$ cat config.mk
export PLATFORM = sky130hd
export DESIGN_NAME = hdlc_rx_monitor
export DESIGN_NICKNAME = d
export VERILOG_FILES = /design/src/rtl/hdlc_pkg.sv /design/src/rtl/hdlc_sat_counter.sv /design/src/rtl/hdlc_rx_monitor.sv
export SDC_FILE = /design/constraint.sdc
export NUM_CORES = 1
export LEC_CHECK = 0
export ABC_AREA = 0
export CORE_MARGIN = 10
export CORE_UTILIZATION = 52
export DETAILED_ROUTE_END_ITERATION = 10
export PLACE_DENSITY = 0.82
export SKIP_CTS_REPAIR_TIMING = 1
export SYNTH_ARGS = -nofsm -noshare
export SYNTH_HDL_FRONTEND = slang
export SYNTH_SLANG_ARGS = --single-unit
$ cat constraint.sdc
create_clock -name clk -period 2.5 [get_ports clk]
set_input_delay 0.375 -clock clk [delete_from_list [all_inputs] [get_ports clk]]
set_output_delay 0.375 -clock clk [all_outputs]
set_load 0.1 [all_outputs]
$ cat src/rtl/hdlc_pkg.sv
// rtl/hdlc_pkg.sv - shared types and sizing helpers for the HDLC receive monitor
package hdlc_pkg;

    typedef enum logic [1:0] {
        EV_NONE = 2'd0,
        EV_DISC = 2'd1,
        EV_FLAG = 2'd2,
        EV_ERR  = 2'd3
    } hdlc_ev_e;

    localparam int HDLC_DEF_RUN_LEN = 5;
    localparam int HDLC_DEF_CNT_W   = 16;

    // Run counter must hold 0..RUN_LEN+2 inclusive.
    function automatic int hdlc_run_w(input int run_len);
        return $clog2(run_len + 3);
    endfunction

    function automatic int hdlc_err_val(input int run_len);
        return run_len + 2;
    endfunction

endpackage

$ cat src/rtl/hdlc_sat_counter.sv
// rtl/hdlc_sat_counter.sv - saturating event counter with clear-over-increment priority
module hdlc_sat_counter #(
    parameter int W = 16
) (
    input  logic         clk,
    input  logic         reset,
    input  logic         inc,
    input  logic         clr,
    output logic [W-1:0] cnt
);

    always_ff @(posedge clk or posedge reset) begin
        if (reset) begin
            cnt <= '0;
        end else if (clr) begin
            cnt <= '0;
        end else if (inc && (cnt != {W{1'b1}})) begin
            cnt <= cnt + 1'b1;
        end
    end

endmodule

$ cat src/rtl/hdlc_rx_monitor.sv
// rtl/hdlc_rx_monitor.sv - HDLC receive bit-stream monitor: ones-run tracking,
// stuffed-zero / flag / abort detection, frame status and event counters
module hdlc_rx_monitor
    import hdlc_pkg::*;
#(
    parameter int RUN_LEN = HDLC_DEF_RUN_LEN,
    parameter int CNT_W   = HDLC_DEF_CNT_W
) (
    input  logic             clk,
    input  logic             reset,
    input  logic             in,
    input  logic             in_valid,
    input  logic             clr_cnt,
    output logic             disc,
    output logic             flag,
    output logic             err,
    output logic             in_frame,
    output logic [CNT_W-1:0] disc_cnt,
    output logic [CNT_W-1:0] flag_cnt,
    output logic [CNT_W-1:0] err_cnt
);

    localparam int RW = hdlc_run_w(RUN_LEN);
    localparam logic [RW-1:0] DISC_R = RW'(RUN_LEN);
    localparam logic [RW-1:0] FLAG_R = RW'(RUN_LEN + 1);
    localparam logic [RW-1:0] ERR_R  = RW'(hdlc_err_val(RUN_LEN));

    logic [RW-1:0] run;
    logic [RW-1:0] run_nxt;
    hdlc_ev_e      ev;
    logic          err_entry;

    always_comb begin
        run_nxt   = run;
        ev        = EV_NONE;
        err_entry = 1'b0;
        if (in_valid) begin
            if (in) begin
                run_nxt = (run == ERR_R) ? ERR_R : run + 1'b1;
                if (run_nxt == ERR_R) begin
                    ev        = EV_ERR;
                    err_entry = (run == FLAG_R);
                end
            end else begin
                // Any 0 ends the run; a 0 in ERR just returns to idle.
                run_nxt = '0;
                if (run == DISC_R) begin
                    ev = EV_DISC;
                end else if (run == FLAG_R) begin
                    ev = EV_FLAG;
                end
            end
        end
    end

    always_ff @(posedge clk or posedge reset) begin
        if (reset) begin
            run      <= '0;
            disc     <= 1'b0;
            flag     <= 1'b0;
            err      <= 1'b0;
            in_frame <= 1'b0;
        end else begin
            run  <= run_nxt;
            disc <= (ev == EV_DISC);
            flag <= (ev == EV_FLAG);
            err  <= (ev == EV_ERR);
            // A flag both closes and opens a frame, so it only ever sets.
            if (ev == EV_FLAG) begin
                in_frame <= 1'b1;
            end else if (err_entry) begin
                in_frame <= 1'b0;
            end
        end
    end

    hdlc_sat_counter #(.W(CNT_W)) u_disc_cnt (
        .clk   (clk),
        .reset (reset),
        .inc   (ev == EV_DISC),
        .clr   (clr_cnt),
        .cnt   (disc_cnt)
    );

    hdlc_sat_counter #(.W(CNT_W)) u_flag_cnt (
        .clk   (clk),
        .reset (reset),
        .inc   (ev == EV_FLAG),
        .clr   (clr_cnt),
        .cnt   (flag_cnt)
    );

    // Counts abort entries, not every err pulse of a long abort line.
    hdlc_sat_counter #(.W(CNT_W)) u_err_cnt (
        .clk   (clk),
        .reset (reset),
        .inc   (err_entry),
        .clr   (clr_cnt),
        .cnt   (err_cnt)
    );

endmodule

# Word-level counts from Yosys, hierarchy flattened
# Cells that the tools add are included.
# word_totals
register_bits	55
inputBits	5
out_inout_bits	52
elab_cells	47
# classes
addsub	4
eq_ne	10
mux	18
reduce_logical	7
# op_table
operator	n
16-bit 2-to-1 mux	6
16-bit by 1-bit adder with 16-bit output, second input constant	3
16-bit inequality test, second input constant	3
3-bit equality test, second input constant	4
2-bit 2-to-1 mux	5
2-bit nonzero test	4
3-bit 2-to-1 mux	2
1-bit 2-to-1 mux	5
2-bit equality test, second input constant	2
3-bit by 1-bit adder with 3-bit output, second input constant	1
1-bit logical AND	3
2-bit by 1-bit equality test with 1-bit output, second input constant	1

# Longest topological paths before layout
# Gate-level depths: netlist (run 1).
# logic_depth
ltp_word	10
mapped_depth	8
mapped_depth_nobuf	7

# Hierarchy
# A second synthesis (run 1) with hierarchy kept.
# hier_totals
cells_unflattened	335
hier_area_um2	3149.3
# by_module_without_submodules
mod	n_inst	cells_each	area_per_inst_um2	seq_area_each_um2
hdlc_sat_counter	3	101	932.1	400.4
hdlc_rx_monitor	1	32	352.8	175.2

# Least setup slack after synthesis (run 1)
# No wires, ideal clock.
# synth_timing
path_kind	register to register
startpoint	reg u_err_cnt.cnt[0]
endpoint	reg u_err_cnt.cnt[1]
setup_ns	0.132
t_arrival_ns	2.328
required_time_ns	2.368
setup_slack_ns	0.040
path_stages_with_launch	7
path_buffers	0
synth_period_minus_slack_ns	2.460
cell_sequence	dfrtp_1 ha_1 nand4_1 or2_2 o21ai_4 mux2i_1 nor2_1
# synth_via
elab_chain_len	3
elab_cells_between_ends	6
classes_between	1 x add/sub; 1 x eq/ne; 2 x mux; 2 x reduce/logical
# synth_lines
element	line	text
start, declared	hdlc_sat_counter.sv:9	output logic [W-1:0] cnt
start signal, assigned	hdlc_sat_counter.sv:18	cnt <= cnt + 1'b1;
16-bit by 1-bit adder with 16-bit output or 16-bit inequality test (tied branches)	hdlc_sat_counter.sv:18, hdlc_sat_counter.sv:17	
16-bit 2-to-1 mux or 1-bit logical AND (tied branches)	hdlc_sat_counter.sv:17	end else if (inc && (cnt != {W{1'b1}})) begin
16-bit 2-to-1 mux or 2-bit nonzero test (tied branches)	-	
# Several ways; a longest one is shown, not always the timed one. The select of a mux whose other input is x is not followed.
# A chain may end at the register's enable or synchronous reset.

# Worst setup path after layout (run 1)
# layout_timing
startpoint	reg run[0]
endpoint	reg u_err_cnt.cnt[6]
# layout_via
elab_chain_len	8
elab_cells_between_ends	10
classes_between	1 x add/sub; 3 x eq/ne; 4 x mux; 2 x reduce/logical
# layout_lines
element	line	text
start, declared	hdlc_rx_monitor.sv:28	logic [RW-1:0] run;
start signal, assigned	hdlc_rx_monitor.sv:64	run <= run_nxt;
3-bit by 1-bit adder with 3-bit output or 3-bit equality test (tied branches)	hdlc_rx_monitor.sv:39	run_nxt = (run == ERR_R) ? ERR_R : run + 1'b1;
3-bit 2-to-1 mux	hdlc_rx_monitor.sv:39	
3-bit equality test	hdlc_rx_monitor.sv:40	if (run_nxt == ERR_R) begin
1-bit 2-to-1 mux (*)	hdlc_rx_monitor.sv:40	
1-bit 2-to-1 mux (*)	hdlc_rx_monitor.sv:38	if (in) begin
1-bit 2-to-1 mux (*)	hdlc_rx_monitor.sv:37	if (in_valid) begin
1-bit logical AND (*)	hdlc_sat_counter.sv:17	
2-bit nonzero test (no line) (*)	-	
# Mark *: on every way between the ends. The rest lies on a longest branch, timed or not.

==> run summary, run 1 <==
Gr usage total: 0.149
Sw frac: 0.247
Drt drc: 0
Depth of the most critical reg-to-reg path: 7
Highest clock rate: 0.474 GHz
Outcome: finished clean
Detailed Place HPWL: 5100 um
Combinational share of power: 0.091
Seq pwr share: 0.575
Antenna-violating nets left: 0
Clk buf depth: 2
PwrDens: 439 mW/mm2
Post-synth EDFFs: 0
Htree depth: 2
DIE AREA: 0.00919 mm2
Initial drt markers: 192
Vias per cell: 5.78
Post-Route WL: 6810 um
Yosys cell types: 51
Setup Viol. Count Final: 0
Area leader, netlist: dfrtp_1
Fin worst setup slack: 0.390 ns
CP Data Arrival Time: 2.34 ns
Seq/Total Area, Yosys: 0.460
CTS clk-pin slew, worst paths: 0.10 ns
Hold Crit Class: input port to asynchronous set/reset pin
MaxCap Viol Count: 0
Die X: 95.9 um
YS warnings: 0
Final Hold Viols: 0
Layout cell share with drive strength beyond 1: 0.226
Placer congestion estimate: 0.828
Final Cycle Share: 0.844
CTS tree: done
Wirelength per Cell: 15.8 um
Dpl ws: 0.238 ns
Pleak: 1.71 nW
Final net count: 369
Drt pass-1 iters: 4
Synth Area per Inst: 10.0 um2
Async S/R FF share, synth: 1.00
Crit path kind: flop to flop
Largest net degree at the start of global routing: 50
Area Growth Syn to Fin: 20.6%
Setup TNS: 0 ns
Final min period: 2.11 ns
Yosys top cell area share: 0.460
Worst-Skew Late Latency: 0.30 ns
Final slew viol count: 0
Clk_skew: 0.0107 ns
Initial core utilization: 0.540
Core area: 0.00554 mm2
Syn Inst Count: 299
Synthesized area: 0.00299 mm2
Synth Register Bits: 55
Peak supply drop: 0.253 mV
Die Height: 95.9 um
Top area cells in the synthesized netlist: dfrtp_1, xor2_1, nor2_1, nand3_1, a21oi_1
Startpoint types: flop
Clock share of power: 0.333
Via count: 2,493
Relative slew margins: 0.604
Final instance area: 0.00361 mm2
Vias in the first global route: 2,405
Placed Instance Area: 0.00351 mm2
CTS Sinks: 55
FILL cells: 490
Top_reg_cell synth: dfrtp_1
Num CTS Buffers: 5
RSZ-0062 raised after global routing: false
First-pass GRT wire length: 11,300 um
Total congestion overflow: 0
Row count: 27
Num ports: 57
CP Capture Type: flop
Antenna violations before repair: 0
I/O Buffers: 56
CP required: 2.73 ns
Ant diodes: 0
Syn_nets: 310
Max FO, Critical Path: 9
Net switching power: 0.000391 W
Int Power: 0.00120 W
Slew @ Worst Pin: 0.593 ns
Root Buffer: clkbuf_8
-- final timing paths --
kind                                from           endpoint  slack (ns)
max in group asynchronous          reset  u_err_cnt.cnt[11]        1.41
worst min-delay path               reset  u_disc_cnt.cnt[8]        0.46
worst max register to register    run[0]   u_err_cnt.cnt[6]        0.39
worst max-delay path              run[0]   u_err_cnt.cnt[6]        0.39
min in group clk                in_frame           in_frame        0.54
worst min register to register  in_frame           in_frame        0.54
-- through the flow --
stage / util / hold slack (ns) / cells / power (W)
floorplan: - / 0.546 / 299 / 0.00104
global placement: 0.634 / 0.516 / 423 / 0.00107
detailed placement: 0.634 / 0.525 / 423 / 0.00108
CTS: 0.652 / 0.464 / 431 / 0.00160
global route: 0.652 / 0.505 / 431 / 0.00165
finish: 0.652 / 0.458 / 431 / 0.00159
-- cell type report --
type	instances	area (um2)	share of cell area
flip-flops and latches	55	1380	0.381
multi-input cells	229	1540	0.426
repair buffers	62	488	0.135
well taps	72	90.1	0.0249
inverters	5	18.8	0.00520
clock buffers	8	100	0.0277
-- kinds of logic after synthesis --
| family | share of synthesized area |
|---|---|
| simple gates | 0.264 |
| compound gates | 0.122 |
| fa+ha+maj | 0.0251 |
| xor+xnor | 0.0819 |
| buf+inv | 0.0263 |
| mux | 0.0205 |
| flops | 0.460 |
-- worst max-delay path, stage by stage (launching register included) --
cell and delay (ns):
dfrtp_1 0.45, inv_1 0.09, ha_1 0.33, a2bb2oi_2 0.17, nor2_4 0.29, o21ai_4 0.14, or4_1 0.42, a21oi_1 0.16
-- placed cells by master (no fill, tap or decap), types with 2 or more instances in the layout --
| cell | n |
|---|---|
| buf_4 | 57 |
| dfrtp_1 | 55 |
| nor2_1 | 44 |
| xor2_1 | 23 |
| nand2_1 | 17 |
| nand3_1 | 16 |
| a21oi_1 | 15 |
| and3_1 | 12 |
| nand4_1 | 10 |
| o21ai_0 | 10 |
| o211ai_1 | 8 |
| and4_1 | 7 |
| clkbuf_8 | 7 |
| ha_1 | 6 |
| mux2i_1 | 5 |
| xnor2_1 | 5 |
| nor3_1 | 5 |
| or3_1 | 4 |
| inv_1 | 4 |
| o31ai_1 | 4 |
| clkdlybuf4s50_1 | 4 |
| or4_1 | 3 |
| o21ai_1 | 2 |
| a311oi_1 | 2 |
| nor4_4 | 2 |
| a41oi_1 | 2 |
| a31oi_1 | 2 |
| o2111ai_1 | 2 |
-- synth_stat cells (3+ instances only) --
cell type   n
or3_1       4
and3_1     12
nand4_1    10
nor3_1      5
mux2i_1     5
clkbuf_1    6
o211ai_1    8
o31ai_1     4
xor2_1     23
xnor2_1     5
o21ai_0    10
dfrtp_1    55
a21oi_1    15
and4_1      7
inv_1       5
or4_1       3
nand2_1    17
nand3_1    16
nor2_1     44
ha_1        6
-- per-layer routing --
| metal | wire (um) | part of all wire | up-vias | GRT usage |
|---|---|---|---|---|
| li1 | - | - | 1207 | - |
| met1 | 2890 | 0.42 | 1218 | 0.187 |
| met2 | 3440 | 0.50 | 66 | 0.249 |
| met5 | 0 | 0 | - | 0 |
| met4 | 25 | 0.0037 | 0 | 0.0270 |
| met3 | 453 | 0.067 | 2 | 0.0459 |
-- sequential cells by signal, summed over array words and instances, names as in the netlist --
signal / cells
err: 1
u_flag_cnt.cnt: 16
u_disc_cnt.cnt: 16
disc: 1
in_frame: 1
u_err_cnt.cnt: 16
run: 3
flag: 1
-- power by group through the flow --
stage	sequential (W)	clock (W)	combinational (W)
after floorplan	0.000957	0	0.0000830
after global placement	0.000930	0	0.000145
after detailed placement	0.000930	0	0.000146
after CTS	0.000913	0.000542	0.000147
after global routing	0.000915	0.000579	0.000158
final	0.000913	0.000529	0.000145
Note: power is estimated with default switching activity, not from simulation.
==> inputs of run 2 (changes only) <==
--- a/config.mk
+++ b/config.mk
@@ -7,9 +7,9 @@
 export LEC_CHECK = 0
 export ABC_AREA = 0
 export CORE_MARGIN = 10
-export CORE_UTILIZATION = 52
+export CORE_UTILIZATION = 47
 export DETAILED_ROUTE_END_ITERATION = 10
-export PLACE_DENSITY = 0.82
+export PLACE_DENSITY = 0.78
 export SKIP_CTS_REPAIR_TIMING = 1
 export SYNTH_ARGS = -nofsm -noshare
 export SYNTH_HDL_FRONTEND = slang
==> constraint.sdc (replaced) <==
create_clock -name clk -period 1.69 [get_ports clk]
set_input_delay 0.2535 -clock clk [delete_from_list [all_inputs] [get_ports clk]]
set_output_delay 0.2535 -clock clk [all_outputs]
set_load 0.1 [all_outputs]
==> run summary, run 2 (same netlist as run 1, synthesis figures left out) <==
Initial drt markers: 163
Final min period: 1.87 ns
Buf/Inv on CP: 0
R2R setup slack: -0.18 ns
Worst path max stage delay: 0.44 ns
CTS tree: done
Ant diodes: 0
Dpl ws: -0.342 ns
Commonest non-fill, non-tap cell in the layout: buf_4
Largest regs: u_disc_cnt.cnt x16, u_err_cnt.cnt x16, u_flag_cnt.cnt x16
Highest clock rate: 0.534 GHz
Worst-path cell chain: ha_4 -> a2bb2oi_4 -> and4bb_1 -> nand4_1 -> or3_4 -> a21oi_2
Depth of the most critical reg-to-reg path: 6
I/O Buffers: 56
Num CTS Buffers: 5
CTS Sinks: 55
Max FO, Critical Path: 3
Via count: 2,924
Die Height: 99.8 um
Slew @ Worst Pin: 0.367 ns
Placer congestion estimate: 0.842
Final Hold Viols: 0
Startpoint types: flop
Reg2reg end: u_err_cnt.cnt[15]
RSZ-0062 raised after global routing: true
Hold Crit Class: input port to asynchronous set/reset pin
CP required: 1.94 ns
First-pass GRT wire length: 14,100 um
Final Non-Filler Cells: 501
Layout cell share with drive strength beyond 1: 0.554
Crit path max-delay family: simple AND/OR/NAND/NOR gates
CTS clk-pin slew, worst paths: 0.10 ns
Final instance area: 0.00514 mm2
Worst r2r src: run[1]
Detailed Place HPWL: 6330 um
Antenna-violating nets left: 0
Placed insts: 478
Wirelength per Cell: 18.9 um
Final Cycle Share: 1.11
CP Data Arrival Time: 2.12 ns
Vias in the first global route: 2,857
MaxCap Viol Count: 0
Outcome: complete, but fails checks
Drt pass-1 iters: 4
Drt drc: 0
Clk buf depth: 2
Largest net degree at the start of global routing: 56
Post-Route WL: 9450 um
Placed Instance Area: 0.00479 mm2
Relative slew margins: 0.755
Die X: 99.8 um
Antenna violations before repair: 0
Initial core utilization: 0.477
CP Capture Type: flop
Fin worst setup slack: -0.183 ns
Final slew viol count: 0
Failing checks: negative setup slack
Pleak: 2.11 nW
Clk_skew: 0.0101 ns
Peak supply drop: 0.482 mV
Gr usage total: 0.169
Area Growth Syn to Fin: 71.6%
Vias per cell: 5.84
PwrDens: 476 mW/mm2
Root Buffer: clkbuf_8
Htree depth: 2
Row count: 29
DIE AREA: 0.00996 mm2
Core area: 0.00628 mm2
Worst-Skew Late Latency: 0.32 ns
Setup Viol. Count Final: 32
Total congestion overflow: 0
Slowest-stage cell, CP: dfrtp_1
Most frequent cells in the layout: buf_4, buf_12, dfrtp_2
Num ports: 57
Crit path kind: flop to flop
Final net count: 434
## run 2: cell types whose count changed in the layout (fill, tap and decap cells not counted), sizes merged
cell	before	now
clkinv	0	1
clkinvlp	0	1
buf	58	123
clkbuf	8	6
## run 2: cell type report
cell class	instances	area (um2)
multi-input combinational	229	1830
timing repair buffer	127	1670
sequential	55	1440
fill	326	1140
tap	77	96.3
clock buffer	6	72.6
inverter	5	18.8
clock inverter	2	12.5
## run 2: how the worst max path moves through the flow
| stage | from | to | slack [ns] | depth (start not counted) |
|---|---|---|---|---|
| final | run[1] | u_err_cnt.cnt[15] | -0.18 | 6 |
| after global routing | run[0] | u_err_cnt.cnt[15] | -0.27 | 7 |
| after CTS | run[0] | u_err_cnt.cnt[11] | -0.22 | 7 |
| after detailed placement | in | u_disc_cnt.cnt[7] | -0.34 | 6 |
| after global placement | in_valid | u_err_cnt.cnt[15] | -0.27 | 7 |
| after floorplan | u_flag_cnt.cnt[12] | u_flag_cnt.cnt[3] | -0.35 | 5 |
## run 2: worst min-delay path: stages
cell and delay [ns]:
clkdlybuf4s50_1 0.42, inv_2 0.07, buf_12 0.28
## run 2: metal layers
layer | GRT usage | wire (um) | vias up
li1 | - | - | 1335
met1 | 0.207 | 3840 | 1469
met2 | 0.282 | 4850 | 103
met3 | 0.0474 | 551 | 17
met4 | 0.0485 | 212 | 0
met5 | 0 | 0 | -
## run 2: metrics by stage
stage	power [W]	util	hold slack, ns	setup TNS (ns)
after floorplan	0.00156	-	0.459	-7.99
after global placement	0.00169	0.762	0.571	-6.71
after detailed placement	0.00170	0.762	0.582	-9.59
after CTS	0.00242	0.776	0.316	-3.38
after global routing	0.00254	0.818	0.341	-5.70
final	0.00245	0.818	0.304	-2.46
## run 2: power breakdown
part           internal [W]  leakage [nW]  total, W  switching [W]
Clock              0.000291        0.0412  0.000741       0.000450
Combinational      0.000154          1.39  0.000358       0.000203
Sequential          0.00133         0.685   0.00135      0.0000186
Total               0.00178          2.11   0.00245       0.000672
==> inputs of run 3 (changes only) <==
--- a/config.mk
+++ b/config.mk
@@ -6,10 +6,11 @@
 export NUM_CORES = 1
 export LEC_CHECK = 0
 export ABC_AREA = 0
+export CAP_MARGIN = 20
 export CORE_MARGIN = 10
 export CORE_UTILIZATION = 47
 export DETAILED_ROUTE_END_ITERATION = 10
-export PLACE_DENSITY = 0.78
+export PLACE_DENSITY = 0.76
 export SKIP_CTS_REPAIR_TIMING = 1
 export SYNTH_ARGS = -nofsm -noshare
 export SYNTH_HDL_FRONTEND = slang
==> run summary, run 3 (same netlist as run 1, synthesis figures left out) <==
Outcome: complete, but fails checks
Failing checks: negative setup slack
Layout cell share with drive strength beyond 1: 0.533
Wirelength per Cell: 18.0 um
Antenna-violating nets left: 0
RSZ-0062 raised after global routing: true
Root Buffer: clkbuf_8
R2R setup slack: -0.20 ns
Placer congestion estimate: 0.827
DIE AREA: 0.00996 mm2
Row count: 29
Drt pass-1 iters: 4
Worst-Skew Late Latency: 0.31 ns
Final Cycle Share: 1.12
Startpoint types: flop
FILL cells: 383
CTS Sinks: 55
Htree depth: 2
MaxCap Viol Count: 0
CTS tree: done
Clk_skew: 0.00351 ns
Num CTS Buffers: 5
First-pass GRT wire length: 14,000 um
Highest clock rate: 0.528 GHz
Fin worst setup slack: -0.204 ns
Die Height: 99.8 um
Relative slew margins: 0.774
Dpl ws: -0.434 ns
Max FO, Critical Path: 6
Crit path max-delay family: simple AND/OR/NAND/NOR gates
Num ports: 57
Initial core utilization: 0.477
I/O Buffers: 56
Core area: 0.00628 mm2
Slowest-stage cell, CP: dfrtp_1
Ant diodes: 0
Gr usage total: 0.169
Vias in the first global route: 2,854
Die X: 99.8 um
Depth of the most critical reg-to-reg path: 8
Detailed Place HPWL: 6480 um
PwrDens: 540 mW/mm2
Final min period: 1.89 ns
CP Capture Type: flop
Hold Crit Class: input port to asynchronous set/reset pin
Buf/Inv on CP: 2
Total congestion overflow: 0
Via count: 2,814
Worst r2r src: run[0]
Largest net degree at the start of global routing: 56
Area Growth Syn to Fin: 68.1%
Slew @ Worst Pin: 0.338 ns
Final slew viol count: 0
Commonest non-fill, non-tap cell in the layout: buf_12
Reg2reg end: u_err_cnt.cnt[9]
Drt drc: 0
CP Data Arrival Time: 2.13 ns
WHS: 0.307 ns
Initial drt markers: 101
CTS clk-pin slew, worst paths: 0.10 ns
Final net count: 421
Vias per cell: 5.77
Crit path kind: flop to flop
Largest regs: u_disc_cnt.cnt x16, u_err_cnt.cnt x16, u_flag_cnt.cnt x16
Clk buf depth: 2
CP required: 1.93 ns
Setup Viol. Count Final: 20
Most frequent cells in the layout: buf_12, buf_4, dfrtp_2
Worst-path cell chain: inv_2 -> ha_4 -> a2bb2oi_4 -> nor2_4 -> buf_4 -> nand4_1 -> or3_1 -> a21oi_1
Pleak: 2.06 nW
Final Hold Viols: 0
Antenna violations before repair: 0
Worst path max stage delay: 0.40 ns
Peak supply drop: 0.538 mV
Post-Route WL: 8800 um
run 3: worst max path at each step:
| stage | cells after the start | endpoint | slack [ns] | start |
|---|---|---|---|---|
| after global routing | 6 | u_err_cnt.cnt[5] | -0.25 | run[1] |
| final | 8 | u_err_cnt.cnt[9] | -0.20 | run[0] |
| after detailed placement | 6 | u_err_cnt.cnt[11] | -0.43 | in_valid |
| after floorplan | 5 | u_flag_cnt.cnt[3] | -0.35 | u_flag_cnt.cnt[12] |
| after CTS | 7 | u_err_cnt.cnt[11] | -0.28 | run[0] |
| after global placement | 6 | u_err_cnt.cnt[13] | -0.35 | in_valid |
run 3: final cells by class:
class / count / area [um2] / share of cell area
Timing Repair Buffer: 114 / 1560 / 0.309
Tap cell: 77 / 96.3 / 0.0191
Inverter: 5 / 18.8 / 0.00373
Sequential cell: 55 / 1440 / 0.286
Clock inverter: 2 / 60.1 / 0.0119
Multi-Input combinational cell: 229 / 1790 / 0.356
Clock buffer: 6 / 72.6 / 0.0144
run 3: tightest hold or removal path: stages:
cell and delay (ns):
clkdlybuf4s50_1 0.42, inv_2 0.08, buf_12 0.27
run 3: power breakdown:
part           internal (W)  leakage [nW]  total (W)  switching [W]
logic              0.000134          1.31   0.000327       0.000193
registers           0.00133         0.684    0.00135      0.0000161
clock network      0.000593        0.0654    0.00104       0.000452
run 3: per-stage QoR:
stage                     utilization  setup TNS [ns]  cells  area (um2)  power [W]
final                           0.802           -2.00    488        5030    0.00272
after global routing            0.802           -4.17    488        5030    0.00280
after CTS                       0.778           -4.15    481        4880    0.00269
after detailed placement        0.756          -12.74    473        4750    0.00168
after global placement          0.756           -9.87    473        4750    0.00167
after floorplan                     -           -7.99    299        3220    0.00156
run 3: layer usage:
layer	GRT usage	wire [um]
met1	0.199	3410
met2	0.290	4630
met3	0.0501	607
met4	0.0540	148
met5	0	0
